## src/rtl/cci_mpf_prim_pkg.sv

```systemverilog
// Shared constants and types for the MPF primitive library.
package cci_mpf_prim_pkg;

  localparam int unsigned SKID_DEPTH = 2;

  typedef logic [1:0] skid_count_t;

  localparam skid_count_t SKID_EMPTY = 2'd0;
  localparam skid_count_t SKID_ONE   = 2'd1;
  localparam skid_count_t SKID_FULL  = 2'd2;

endpackage : cci_mpf_prim_pkg

```

## src/rtl/cci_mpf_prim_skid_fifo2.sv

```systemverilog
// Generic 2-entry valid/ready queue; the head entry is held in a register
// that drives out_data directly.
module cci_mpf_prim_skid_fifo2
  import cci_mpf_prim_pkg::*;
#(
  parameter int unsigned DATA_WIDTH = 8
) (
  input  logic                  clk,
  input  logic                  reset,
  input  logic                  in_valid,
  output logic                  in_ready,
  input  logic [DATA_WIDTH-1:0] in_data,
  output logic                  out_valid,
  input  logic                  out_ready,
  output logic [DATA_WIDTH-1:0] out_data
);

  skid_count_t           count_r;
  logic [DATA_WIDTH-1:0] head_r;
  logic [DATA_WIDTH-1:0] tail_r;
  logic                  out_valid_r;
  logic                  push_s;
  logic                  pop_s;

  // Readiness depends only on occupancy, never on out_ready.
  assign in_ready  = (count_r != SKID_FULL) && !reset;
  assign push_s    = in_valid && in_ready;
  assign pop_s     = out_valid_r && out_ready;
  assign out_valid = out_valid_r;
  assign out_data  = head_r;

  // Occupancy and storage update; push+pop only reaches here at count 1.
  always_ff @(posedge clk) begin
    if (reset) begin
      count_r     <= SKID_EMPTY;
      head_r      <= {DATA_WIDTH{1'b0}};
      tail_r      <= {DATA_WIDTH{1'b0}};
      out_valid_r <= 1'b0;
    end else begin
      case ({push_s, pop_s})
        2'b10: begin
          if (count_r == SKID_EMPTY) begin
            head_r <= in_data;
          end else begin
            tail_r <= in_data;
          end
          count_r     <= count_r + 2'd1;
          out_valid_r <= 1'b1;
        end
        2'b01: begin
          head_r      <= tail_r;
          count_r     <= count_r - 2'd1;
          out_valid_r <= (count_r == SKID_FULL);
        end
        2'b11: begin
          head_r <= in_data;
        end
        default: begin
          count_r <= count_r;
        end
      endcase
    end
  end

endmodule : cci_mpf_prim_skid_fifo2

```

## src/rtl/cci_mpf_prim_bin_to_onehot_pipe.sv

```systemverilog
// Registered binary-to-one-hot decoder behind a 2-entry skid queue.
// Optional range checking: define CCI_MPF_PRIM_BIN_TO_ONEHOT_RANGE_CHECK_EN.
module cci_mpf_prim_bin_to_onehot_pipe
  import cci_mpf_prim_pkg::*;
#(
  parameter int unsigned ONEHOT_WIDTH = 16,
  parameter int unsigned BIN_WIDTH    = $clog2(ONEHOT_WIDTH)
) (
  input  logic                    clk,
  input  logic                    reset,
  input  logic                    in_valid,
  output logic                    in_ready,
  input  logic [BIN_WIDTH-1:0]    in_bin,
  output logic                    out_valid,
  input  logic                    out_ready,
  output logic [ONEHOT_WIDTH-1:0] out_onehot,
  output logic                    out_range_err,
  output logic                    err_sticky
);

`ifdef CCI_MPF_PRIM_BIN_TO_ONEHOT_RANGE_CHECK_EN
  localparam int unsigned FIFO_WIDTH = ONEHOT_WIDTH + 1;
`else
  localparam int unsigned FIFO_WIDTH = ONEHOT_WIDTH;
`endif

  logic [ONEHOT_WIDTH-1:0] onehot_s;
  logic [FIFO_WIDTH-1:0]   fifo_in_s;
  logic [FIFO_WIDTH-1:0]   fifo_out_s;

  // Out-of-range indices match no bit and decode to all zeros.
  always_comb begin
    onehot_s = {ONEHOT_WIDTH{1'b0}};
    for (int unsigned i = 0; i < ONEHOT_WIDTH; i++) begin
      onehot_s[i] = (32'(in_bin) == i);
    end
  end

`ifdef CCI_MPF_PRIM_BIN_TO_ONEHOT_RANGE_CHECK_EN
  logic range_err_s;
  logic err_sticky_r;

  assign range_err_s   = (32'(in_bin) >= ONEHOT_WIDTH);
  assign fifo_in_s     = {range_err_s, onehot_s};
  assign out_onehot    = fifo_out_s[ONEHOT_WIDTH-1:0];
  assign out_range_err = fifo_out_s[ONEHOT_WIDTH];
  assign err_sticky    = err_sticky_r;

  // Sticky error sets when a bad index is pushed and clears only on reset.
  always_ff @(posedge clk) begin
    if (reset) begin
      err_sticky_r <= 1'b0;
    end else if (in_valid && in_ready && range_err_s) begin
      err_sticky_r <= 1'b1;
    end else begin
      err_sticky_r <= err_sticky_r;
    end
  end
`else
  assign fifo_in_s     = onehot_s;
  assign out_onehot    = fifo_out_s;
  assign out_range_err = 1'b0;
  assign err_sticky    = 1'b0;
`endif

  cci_mpf_prim_skid_fifo2 #(
    .DATA_WIDTH (FIFO_WIDTH)
  ) u_fifo (
    .clk       (clk),
    .reset     (reset),
    .in_valid  (in_valid),
    .in_ready  (in_ready),
    .in_data   (fifo_in_s),
    .out_valid (out_valid),
    .out_ready (out_ready),
    .out_data  (fifo_out_s)
  );

endmodule : cci_mpf_prim_bin_to_onehot_pipe

```

## config.mk

```make
export PLATFORM = sky130hd
export DESIGN_NAME = cci_mpf_prim_bin_to_onehot_pipe
export DESIGN_NICKNAME = d
export VERILOG_FILES = /design/src/rtl/cci_mpf_prim_pkg.sv /design/src/rtl/cci_mpf_prim_skid_fifo2.sv /design/src/rtl/cci_mpf_prim_bin_to_onehot_pipe.sv
export SDC_FILE = /design/constraint.sdc
export NUM_CORES = 1
export LEC_CHECK = 0
export ABC_CLOCK_PERIOD_IN_PS = 3050
export BUFFER_PORTS_ARGS = -buffer_cell sky130_fd_sc_hd__buf_2
export CAP_MARGIN = 30
export CORE_MARGIN = 2
export CORE_UTILIZATION = 48
export CTS_BUF_LIST = sky130_fd_sc_hd__clkbuf_8
export DETAILED_ROUTE_END_ITERATION = 8
export GPL_TIMING_DRIVEN = 0
export MAX_ROUTING_LAYER = met4
export PLACE_DENSITY_LB_ADDON = 0.1
export SKIP_LAST_GASP = 1
export SLEW_MARGIN = 20
export SYNTH_ARGS = -nofsm -noshare
export SYNTH_HDL_FRONTEND = slang
export SYNTH_SLANG_ARGS = --single-unit
```

## constraint.sdc

```tcl
create_clock -name clk -period 3.05 [get_ports clk]
set_input_delay 0.1525 -clock clk [delete_from_list [all_inputs] [get_ports clk]]
set_output_delay 0.1525 -clock clk [all_outputs]
set_load 0.01 [all_outputs]
```

Word level (Yosys, flattened, before mapping)
Index checks and enable logic that the tools add are counted.

Output and inout bits: 20. Input bits: 8. Word-level logic and storage cells: 42. Flip-flop bits (word level): 35.

$add $sub $neg: 2. Reductions and logical operators: 10. Mux-type cells: 4. Equality and inequality tests: 21. Bitwise logic cells: 1.

Operators by type and width (count): $pmux W16 S3 (1); $eq A4 B4 Y1 const B (8); $eq A4 B3 Y1 const B (4); $mux W16 (1); $eq A4 B2 Y1 const B (2); $eq A2 B2 Y1 const B (3); $eq A4 B1 Y1 const B (1); $logic_not A4 Y1 (1); $pmux W2 S2 (1); $reduce_and A2 Y1 (2); $logic_and A1 B1 Y1 (3); $reduce_bool A3 Y1 (1); $add A2 B1 Y2 const B (1); $eq A2 B1 Y1 const B (1); $logic_not A2 Y1 (1); $ne A2 B1 Y1 const B (1); $ne A2 B2 Y1 const B (1); $pmux W1 S2 (1); $reduce_bool A2 Y1 (1); $sub A2 B1 Y2 const B (1); $logic_not A1 Y1 (1); $not A1 Y1 (1).

Logic depth before layout (Yosys ltp)
Gate-level depths: netlist of run 1.

Word-level depth: 6. Mapped depth: 10. Depth with buffers taken out: 7.

By module
A second synthesis of run 1 with hierarchy kept.

Cells, all modules: 205. Area, all modules: 1794.2 µm².

By module, submodules not included: cci_mpf_prim_skid_fifo2 (cells an instance 182, area an instance 1549.0 µm², instances 1); cci_mpf_prim_bin_to_onehot_pipe (cells an instance 23, area an instance 245.2 µm², instances 1).

Least setup slack after synthesis of run 1
Ideal clock, no wire load.

Path type: register to register. Start: register u_fifo.count_r[0]. End: register u_fifo.head_r[10] (netlist: u_fifo.out_data[10]). Required time: 2.962 ns. Cell stages (with the launch flop): 11. Path slack: 0.955 ns. Arrival: 2.006 ns. Cells stage by stage: dfxtp_1 > nor2b_1 > nor2_1 > and2_1 > ha_1 > and3b_1 > buf_6 > or2_1 > buf_6 > buf_8 > a311oi_2.

Cells in the longest elaborated chain, start to end: 6. Elaborated cells on any way between the ends: 11. Classes of those cells: eq/ne: 5; mux: 1; reduce/logical: 5.

RTL lines: from (decl) (RTL line cci_mpf_prim_skid_fifo2.sv:18) `skid_count_t count_r;`; from (signal assigned) (RTL line cci_mpf_prim_skid_fifo2.sv:47) `count_r <= count_r + 2'd1;`; from (signal assigned) (RTL line cci_mpf_prim_skid_fifo2.sv:52) `count_r <= count_r - 2'd1;`; from (signal assigned) (RTL line cci_mpf_prim_skid_fifo2.sv:59) `count_r <= count_r;`; $ne A2 B2 Y1 (*) (RTL line cci_mpf_prim_skid_fifo2.sv:26) `assign in_ready = (count_r != SKID_FULL) && !reset;`; $logic_and A1 B1 Y1 (*) (RTL line cci_mpf_prim_skid_fifo2.sv:26); via in_ready (RTL line cci_mpf_prim_bin_to_onehot_pipe.sv:12) `output logic in_ready,`; $logic_and A1 B1 Y1 (*) (RTL line cci_mpf_prim_skid_fifo2.sv:27) `assign push_s = in_valid && in_ready;`; $eq A2 B2 Y1 / $eq A2 B1 Y1 (equally long branches) (RTL line cci_mpf_prim_skid_fifo2.sv:40) `case ({push_s, pop_s})`; $ne A2 B1 Y1 (no line) / $reduce_bool A3 Y1 (equally long branches); $reduce_and A2 Y1 (no line); to (signal assigned) (RTL line cci_mpf_prim_skid_fifo2.sv:36) `head_r <= {DATA_WIDTH{1'b0}};`; to (signal assigned) (RTL line cci_mpf_prim_skid_fifo2.sv:43) `head_r <= in_data;`; to (signal assigned) (RTL line cci_mpf_prim_skid_fifo2.sv:51) `head_r <= tail_r;`; to (decl) (RTL line cci_mpf_prim_skid_fifo2.sv:19) `logic [DATA_WIDTH-1:0] head_r;`.

Mark *: on every way through the listed nets, which the timed path passes. The rest lies on a longest branch. A chain may end at the register's enable or synchronous reset.

Worst setup path in the final report of run 1
Start: register u_fifo.count_r[0]. End: register u_fifo.head_r[9] (netlist: u_fifo.out_data[9]).

Cells in the longest elaborated chain, start to end: 6. Elaborated cells on any way between the ends: 11. Classes of those cells: eq/ne: 5; mux: 1; reduce/logical: 5.

RTL lines (RTL line): $ne A2 B2 Y1 (cci_mpf_prim_skid_fifo2.sv:26); $logic_and A1 B1 Y1 (cci_mpf_prim_skid_fifo2.sv:26); $logic_and A1 B1 Y1 (cci_mpf_prim_skid_fifo2.sv:27); $eq A2 B2 Y1 / $eq A2 B1 Y1 (equally long branches) (cci_mpf_prim_skid_fifo2.sv:40); $ne A2 B1 Y1 (no line) / $reduce_bool A3 Y1 (equally long branches); $reduce_and A2 Y1 (no line).

Parallel ways exist; a longest one is shown, timed or not.

==> run metrics, run 1 <==
status=completed; Top Family by Delay on Critical Path=simple AND/OR/NAND/NOR gates; RR Startpoint=u_fifo.count_r[0]$_SDFFE_PP0P_; critical path capture point type=register; CTS tree=done; final worst setup slack=0.8177 ns; setup bufs post-CTS=0; Num CTS Buffers=5; first-pass GRT wire length=6665 µm; DRC violation total after the first TritonRoute iteration=77; post_cts resized=0; sequential-to-total area share from yosys stat=40.49%; critical path type=register to register; Worst Max-Slew Pin Slew=approximately 0.65 ns; final WL=3995 µm; Yosys reg bits=35; period utilization=approximately 73%; vias in the first global route=1355; routability cong.=approximately 0.85; Antenna Cells=0; synth unique cells=32; crit path time final=2.232 ns; Required @ worst endpoint=about 3.3 ns; maximum vdd drop=0.2681 mV; I/O pins=28; DP Worst Slack=~0.84 ns; max incr delay on CP=approximately 0.45 ns; most area-consuming cells after synthesis=dfxtp_1 40%, a311oi_2 7.8%, nand2_1 7.4%; Max-Cap Viols=0; worst path bufs/invs=1; Worst Setup SP=u_fifo.count_r[0]$_SDFFE_PP0P_; fin area=1969 µm²; IO buf count=21; overall routing resource usage=around 22%; Hold Vio Cnt, Final=0; CTS Hold Bufs=0; Overflow after GRT=0; starting density of the core=between 50 and 60%; max_slew headroom=approximately 56%; Routed Antenna Nets=0; critical-path maximum fanout=10; crit path launch type=register; DP HPWL=around 2900 µm; DR vias=~1500; drt pass-1 iters=4; count leader, synth=dfxtp_1; share of post-route cells with drive strength above 1=about 24%; Std-Cell Rows=21; antenna violations before repair=0; HP Start=in_bin[1]; Arrival @ worst endpoint=2.43 ns; P&R area growth vs syn=13.81%; Power per Cell Area=between 500 and 600 nW/µm²; maximum root-to-sink buffer count=2; flop-to-flop setup slack=slightly above 0.8 ns; Post-synth EDFFs=0; Yosys top cell by area=dfxtp_1; DR WL/cell=approximately 15 µm; Syn Std Cell Area=around 1700 µm²; # clock sinks=35; HP Class=input pin to register; setup_tns=0 ns; Ys Warns=0; fmax=~450 MHz; top cell type's share of synthesized area=between 40% and 50%; Post-Syn Instances=just under 200; Clock Pin Slew Worst Setup and Hold Paths=roughly 0.060 ns; via-per-instance ratio=around 5.5; leakage=between 0.7 and 0.8 nW; hold slack=roughly 0.18 ns; Max H-tree Level=2; largest net degree at the start of global routing=11; async set-reset flop share out of synthesis=0%; number of nets in the layout=233; final setup fails=0; Worst Skew=around 0.0042 ns; die area=a little over 4000 µm²; Post-synth top flop=dfxtp_1; Die X=roughly 64 µm; root buffer cell=clkbuf_8; Core Box Area=3390 µm²; top cells by count, synth=35 x dfxtp_1, 34 x nand2_1, 19 x or3_1, 17 x nor3_1, 16 x a21oi_1; post-synthesis average cell area=just under 9 µm²; placed cell area=roughly 1900 µm²; Worst path slowest cell=dfxtp_1; critical path, cell by cell=nor2b_1, nor2_1, and2_1, ha_1, nor3b_2, buf_2, nor3_1, a311oi_2; DRC=0; max-slew violation count=0; RSZ-0062 raised after global routing=no; clock latency on the worst-skew pair=between 0.2 and 0.3 ns; die span in y=between 60 and 70 µm
==> registers in the layout, indices dropped and copies added, names as in the netlist <==
| signal | count |
|---|---|
| u_fifo.out_data | 16 |
| u_fifo.tail_r | 16 |
| u_fifo.count_r | 2 |
| u_fifo.out_valid | 1 |
==> layer usage <==
metal,GRT usage [%],vias to the layer above,routed length (µm)
li1,-,754,-
met1,30.08,679,2002
met2,30.47,39,1716
met3,4.225,6,218
met4,9.783,0,57
met5,-,-,0
==> path summary, 6_finish.rpt <==
| path | cells after the start | end |
|---|---|---|
| min | 3 | u_fifo.tail_r[4]$_SDFFE_PP0P_ |
| min reg2reg | 2 | u_fifo.tail_r[14]$_SDFFE_PP0P_ |
| max reg2reg | 8 | u_fifo.out_data[9]$_SDFFE_PP0P_ |
| max | 8 | u_fifo.out_data[9]$_SDFFE_PP0P_ |
==> cell usage in the layout (no fill, tap or decap), types with 3 or more instances in the layout <==
cell      count
or4_1        12
nand2b_1      3
nand2_1      34
a311oi_2      9
clkbuf_8      5
buf_6         5
or3_1        19
a311oi_1      6
a21oi_1      16
nor2_1        3
buf_2        28
dfxtp_1      35
clkbuf_1      5
nor3_1       17
==> tightest hold or removal path, stage by stage <==
cell	delay [ns]
buf_6	0.11
or4_1	0.11
a21oi_1	0.05
==> cells by family after synthesis <==
kind of cell | Yosys count | synth area share [%]
simple gates | 97 | 30.37
flops | 35 | 40.49
compound gates | 34 | 16.99
buf+inv | 21 | 8.314
fa+ha+maj | 2 | 1.446
xor+xnor | 2 | 1.012
mux | 2 | 1.157
other cells | 1 | 0.2167
==> layout make-up <==
class / instances / area (µm²)
buffer: 20 / 140.1
clock buffer: 5 / 68.82
clock inverter: 1 / 3.754
fill: 310 / 1420
inverter: 1 / 3.754
multi-input combinational: 139 / 889.6
sequential: 35 / 700.7
tap: 46 / 57.56
timing repair buffer: 21 / 105.1
==> power breakdown <==
group	switching [mW]	total (mW)	internal (mW)
registers	0.0234	0.518	0.495
clock network	0.154	0.302	0.149
logic	0.142	0.251	0.109
==> stage by stage <==
stage / std cells / power (mW) / utilization (%)
floorplan: 195 / 0.7059 / -
global placement: 262 / 0.7718 / 55.96
detailed placement: 262 / 0.7787 / 55.96
CTS: 268 / 1.076 / 58.10
global route: 268 / 1.126 / 58.10
finish: 268 / 1.072 / 58.10
(Power assumes the default switching activity.)
==> run 2, diff against run 1 <==
- ABC_AREA: not set -> 1
- ABC_CLOCK_PERIOD_IN_PS: 3050 -> 1990
- clock period: 3.05 -> 1.99 ns (I/O delays scaled with it)
==> run metrics, run 2 <==
Post-synth EDFFs=0 (unchanged); die area=4251 µm² (+3.7%); Post-Syn Instances=294 (+52%); Overflow after GRT=0 (unchanged); Syn Std Cell Area=1798 µm² (+3.9%); final setup fails=0 (unchanged); clock latency on the worst-skew pair=0.29 ns (about the same); Required @ worst endpoint=2.17 ns (-1.08 ns); async set-reset flop share out of synthesis=0% (unchanged); setup_tns=0 ns (unchanged); drt pass-1 iters=4 (unchanged); crit path launch type=input pin; CTS tree=done; die span in y=65.20 µm (+1.8%); most area-consuming cells after synthesis=dfxtp_1 39%, nand2_1 20%, nor2_1 16%; crit path time final=about 1.8 ns; DR vias=1739 (+18%); count leader, synth=nand2_1; Power per Cell Area=809.6 nW/µm² (+49%); RSZ-0062 raised after global routing=no; critical path type=input pin to register; Max H-tree Level=2 (unchanged); Yosys top cell by area=dfxtp_1; period utilization=between 90 and 100%; leakage=1.098 nW (+55%); final core occ=57.23% (-0.87 points); Worst Skew=0.002487 ns (-0.001719 ns); Ys Warns=0 (unchanged); Core Box Area=3633 µm² (+7.2%); HP Class=input pin to register; Die X=65.20 µm (+1.8%); final WL=3962 µm (-0.83%); vias in the first global route=1562 (+15%); overall routing resource usage=21.55% (-0.17 points); share of post-route cells with drive strength above 1=14.89% (-9.4 points); DP Worst Slack=0.1242 ns (-0.7192 ns); starting density of the core=49.48% (-1.6 points); Std-Cell Rows=22 (+4.8%); top cell type's share of synthesized area=38.97% (-1.5 points); maximum vdd drop=0.3767 mV (+40%); critical-path maximum fanout=10 (unchanged); # clock sinks=35 (unchanged); top cells by count, synth=97 x nand2_1, 79 x nor2_1, 35 x dfxtp_1, 28 x inv_1, 14 x o21ai_0; root buffer cell=clkbuf_8; Clock Pin Slew Worst Setup and Hold Paths=0.07 ns (about the same); number of nets in the layout=338 (+45%); final worst setup slack=0.1705 ns (-0.6471 ns); maximum root-to-sink buffer count=2 (unchanged); Reg area=701.9 µm² (+0.18%); leading cell type in the layout, fill and taps excluded=nand2_1; Arrival @ worst endpoint=2.00 ns (-0.43 ns); status=completed; FILL cells=386 (+25%); Max-Cap Viols=0 (unchanged); setup bufs post-CTS=0 (unchanged); IO buf count=25 (+19%); post-synthesis average cell area=6.116 µm² (-31%); fmax=around 550 MHz; DRC violation total after the first TritonRoute iteration=97 (+26%); Post-synth top flop=dfxtp_1; P&R area growth vs syn=15.66%; routability cong.=0.8650 (+2.2%); Num CTS Buffers=5 (unchanged); via-per-instance ratio=4.613 (-16%); antenna violations before repair=0 (unchanged); first-pass GRT wire length=6831 µm (+2.5%); synth unique cells=19 (-41%); critical path capture point type=register; DP HPWL=2799 µm (-2.6%); Yosys reg bits=35 (unchanged); I/O pins=28 (unchanged); Routed Antenna Nets=0 (unchanged); Hold Vio Cnt, Final=0 (unchanged); sequential-to-total area share from yosys stat=38.97% (-1.5 points); Multi-input gate area=898.4 µm² (+0.98%); DR WL/cell=10.51 µm (-29%); commonest cells after routing, fill and taps aside=97 x nand2_1, 79 x nor2_1, 34 x dfxtp_1, 31 x buf_2, 30 x inv_1; DRC=0 (unchanged); Antenna Cells=0 (unchanged); largest net degree at the start of global routing=11 (unchanged); max-slew violation count=0 (unchanged)
## run 2: cell count changes after synthesis, sizes merged, moves of 3 or more
cell | before | now
or3 | 19 | 0
a311oi | 15 | 0
or4 | 12 | 0
nand2b | 4 | 0
o21ai | 2 | 15
inv | 1 | 30
clkbuf | 5 | 1
nor2 | 3 | 79
nand2 | 34 | 99
nor3 | 17 | 5
nand3 | 0 | 4
a21oi | 16 | 10
buf | 15 | 12
## run 2: cell type report
cell class	instances	share of cell area, %
clock inverters	3	0.6017
multi-input cells	217	43.20
plain buffers	13	4.332
inverters	30	5.415
flip-flops and latches	35	33.75
repair buffers	26	6.498
clock buffers	5	3.309
well taps	48	2.888
## run 2: report_power, final
group          internal (mW)  switching (mW)
Sequential             0.770          0.0344
Clock                  0.235           0.247
Combinational          0.149           0.248
## run 2: path summary, 6_finish.rpt
path | from | endpoint | slack [ns] | depth (start not counted)
max | reset | u_fifo.out_data[7]$_SDFFE_PP0P_ | 0.17 | 12
min | in_bin[2] | u_fifo.tail_r[7]$_SDFFE_PP0P_ | 0.22 | 5
max reg2reg | u_fifo.count_r[0]$_SDFFE_PP0P_ | u_fifo.out_data[7]$_SDFFE_PP0P_ | 0.18 | 11
min reg2reg | u_fifo.tail_r[7]$_SDFFE_PP0P_ | u_fifo.tail_r[7]$_SDFFE_PP0P_ | 0.46 | 2
## run 2: logic make-up after synthesis
group | after synthesis | synth area share (%)
AO/OA/AOI/OAI | 26 | 7.934
adder cells (fa/ha/maj) | 2 | 1.392
buffers and inverters | 43 | 11.27
flip-flops | 35 | 38.97
other | 1 | 0.2086
AND/OR/NAND/NOR | 187 | 40.22
## run 2: repair_timing
action / 4_1_cts / 5_1_grt
endpoints found under the hold margin: 1 / 0
resized for setup: 0 / 1
endpoints found under the setup margin: 0 / 1
hold buffers: 1 / 0
## run 2: through the flow
stage	instances	instance area [µm²]	total power, mW	hold slack [ns]
after floorplan	295	1802	1.101	0.1686
after global placement	368	1987	1.210	0.2900
after detailed placement	368	1987	1.215	0.2947
after CTS	377	2078	1.704	0.1997
after global routing	377	2079	1.802	0.2543
final	377	2079	1.684	0.2223
## run 2: worst max-delay path, cell delays in order
cell and delay (ns):
dlygate4sd3_1 0.52, buf_2 0.13, a21oi_1 0.16, nand2_1 0.10, inv_1 0.06, ha_1 0.22, nand3_1 0.12, nand2_2 0.14
buf_6 0.17, nand2_1 0.06, nor2_1 0.16, nor2_1 0.05
## run 2: layer usage
metal  share of wire (%)  vias up  GRT usage (%)
li1                    -      949              -
met1                  51      736          27.70
met2                  42       47          32.53
met3                 5.9        7          6.164
met4                 1.5        0          7.552
met5                   0        -              -
==> run 3, diff against run 2 <==
- ABC_AREA: 1 -> not set
==> run metrics, run 3 (synthesis gave the netlist of run 1 again) <==
largest net degree at the start of global routing=17 (+6); Reg area=708.2 µm² (+0.89%); r2r worst-path depth=9 (-2); critical path type=register to register; Overflow after GRT=0 (unchanged); Non-Filler Instances=278 (-26%); maximum root-to-sink buffer count=2 (unchanged); period utilization=96.33% (+4.9 points); P&R area growth vs syn=25.16%; starting density of the core=51.05% (+1.6 points); DP Worst Slack=-0.1992 ns (-0.3234 ns); routability cong.=0.8405 (-2.8%); die span in y=64.04 µm (-1.8%); Core Box Area=3390 µm² (-6.7%); Routed Antenna Nets=0 (unchanged); HP Class=input pin to register; worst r2r dst=u_fifo.out_data[11]$_SDFFE_PP0P_; status=completed; number of nets in the layout=243 (-28%); Worst setup endpoint=u_fifo.out_data[11]$_SDFFE_PP0P_; antenna violations before repair=0 (unchanged); drt pass-1 iters=4 (unchanged); Worst Setup SP=u_fifo.count_r[1]$_SDFFE_PP0P_; DR vias=1571 (-9.7%); Worst Max-Slew Pin Slew=between 0.6 and 0.7 ns; final worst setup slack=0.07309 ns (-0.09745 ns); DRC violation total after the first TritonRoute iteration=104 (+7.2%); final WL=4397 µm (+11%); max_slew headroom=56.58%; fmax=521.7 MHz (-5.1%); Multi-input gate area=970.9 µm² (+8.1%); FILL cells=298 (-23%); DP HPWL=3003 µm (+7.3%); maximum vdd drop=0.3251 mV (-14%); IO buf count=21 (-16%); share of post-route cells with drive strength above 1=34.05% (+19 points); fin area=2166 µm² (+4.2%); Die X=64.04 µm (-1.8%); Arrival @ worst endpoint=2.11 ns (+0.11 ns); vias in the first global route=1501 (-3.9%); CTS Hold Bufs=0 (-1); setup_tns=0 ns (unchanged); clock latency on the worst-skew pair=0.28 ns (about the same); final core occ=63.90% (+6.7 points); DRC=0 (unchanged); crit path launch type=register; Worst Skew=0.004773 ns (+0.002285 ns); Std-Cell Rows=21 (-4.5%); RSZ-0062 raised after global routing=yes; I/O pins=28 (unchanged); crit path time final=1.917 ns (+0.09745 ns); die area=4101 µm² (-3.5%); Clock Pin Slew Worst Setup and Hold Paths=0.07 ns (about the same); dpl cells=262 (-29%); # clock sinks=35 (unchanged); final setup fails=0 (unchanged); via-per-instance ratio=5.651 (+23%); max-slew violation count=0 (unchanged); leakage=0.7779 nW (-29%); first-pass GRT wire length=7203 µm (+5.4%); leading cell type in the layout, fill and taps excluded=nand2_1; Power per Cell Area=801.5 nW/µm² (-1.0%); Antenna Cells=0 (unchanged); Num CTS Buffers=5 (unchanged); Required @ worst endpoint=2.19 ns (+0.02 ns); overall routing resource usage=23.34% (+1.8 points); flop-to-flop setup slack=0.07 ns (-0.11 ns); Max-Cap Viols=0 (unchanged); placed cell area=1901 µm² (-4.3%); CTS tree=done; RR Startpoint=u_fifo.count_r[1]$_SDFFE_PP0P_; commonest cells after routing, fill and taps aside=34 x nand2_1, 33 x dfxtp_1, 26 x buf_2, 19 x or3_1, 17 x nor3_1; Hold Vio Cnt, Final=0 (unchanged); critical-path maximum fanout=8 (-2); DR WL/cell=15.82 µm (+51%); root buffer cell=clkbuf_8; critical path capture point type=register; Max H-tree Level=2 (unchanged)
==> run 3: layer usage <==
| layer | up-vias | GRT usage (%) | part of all wire (%) |
|---|---|---|---|
| met2 | 55 | 35.81 | 48 |
| met5 | - | - | 0 |
| met3 | 5 | 5.986 | 7.8 |
| met1 | 739 | 30.50 | 43 |
| met4 | 0 | 6.522 | 1.1 |
| li1 | 772 | - | - |
==> run 3: final cells by class <==
cell class | instances | area share, %
buffer | 19 | 6.759
clock buffer | 5 | 3.177
clock inverter | 1 | 0.1733
inverter | 1 | 0.1733
multi-input combinational | 139 | 44.83
sequential | 35 | 32.70
tap | 46 | 2.657
timing repair buffer | 32 | 9.532
==> run 3: power by group <==
| part | total, mW | leakage (nW) | switching [mW] | internal [mW] |
|---|---|---|---|---|
| Sequential | 0.792 | 0.287 | 0.0317 | 0.760 |
| Combinational | 0.482 | 0.450 | 0.256 | 0.226 |
| Clock | 0.462 | 0.0413 | 0.234 | 0.228 |
==> run 3: worst min path at each step <==
stage / to / cells after the start / start
2_1_floorplan: u_fifo.tail_r[4]$_SDFFE_PP0P_ / 2 / in_bin[0]
3_3_place_gp: u_fifo.tail_r[4]$_SDFFE_PP0P_ / 3 / in_bin[1]
3_5_place_dp: u_fifo.tail_r[4]$_SDFFE_PP0P_ / 3 / in_bin[1]
4_1_cts: u_fifo.tail_r[4]$_SDFFE_PP0P_ / 3 / in_bin[1]
5_1_grt: u_fifo.tail_r[2]$_SDFFE_PP0P_ / 3 / in_bin[2]
6_report: u_fifo.tail_r[4]$_SDFFE_PP0P_ / 3 / in_bin[1]
==> run 3: worst max-delay path: stages (launching register included) <==
cell and delay (ns):
dfxtp_4 0.34, nor2b_4 0.13, nor2_4 0.09, and2_4 0.16, ha_4 0.12, and3b_1 0.18
buf_6 0.14, or2_4 0.27, buf_12 0.15, a311oi_2 0.24
==> run 3: through the flow <==
step / power, mW / hold slack, ns
2_1_floorplan: 1.084 / 0.2792
3_3_place_gp: 1.183 / 0.4180
3_5_place_dp: 1.198 / 0.4272
4_1_cts: 1.679 / 0.1269
5_1_grt: 1.820 / 0.1439
6_report: 1.736 / 0.1364
==> run 3: timing repair <==
action | 4_1_cts | 5_1_grt
pin swaps | 6 | 6
setup endpoints to repair | 26 | 26
setup buffers | 7 | 3
gates resized for setup | 13 | 15
cloned | 1 | 1
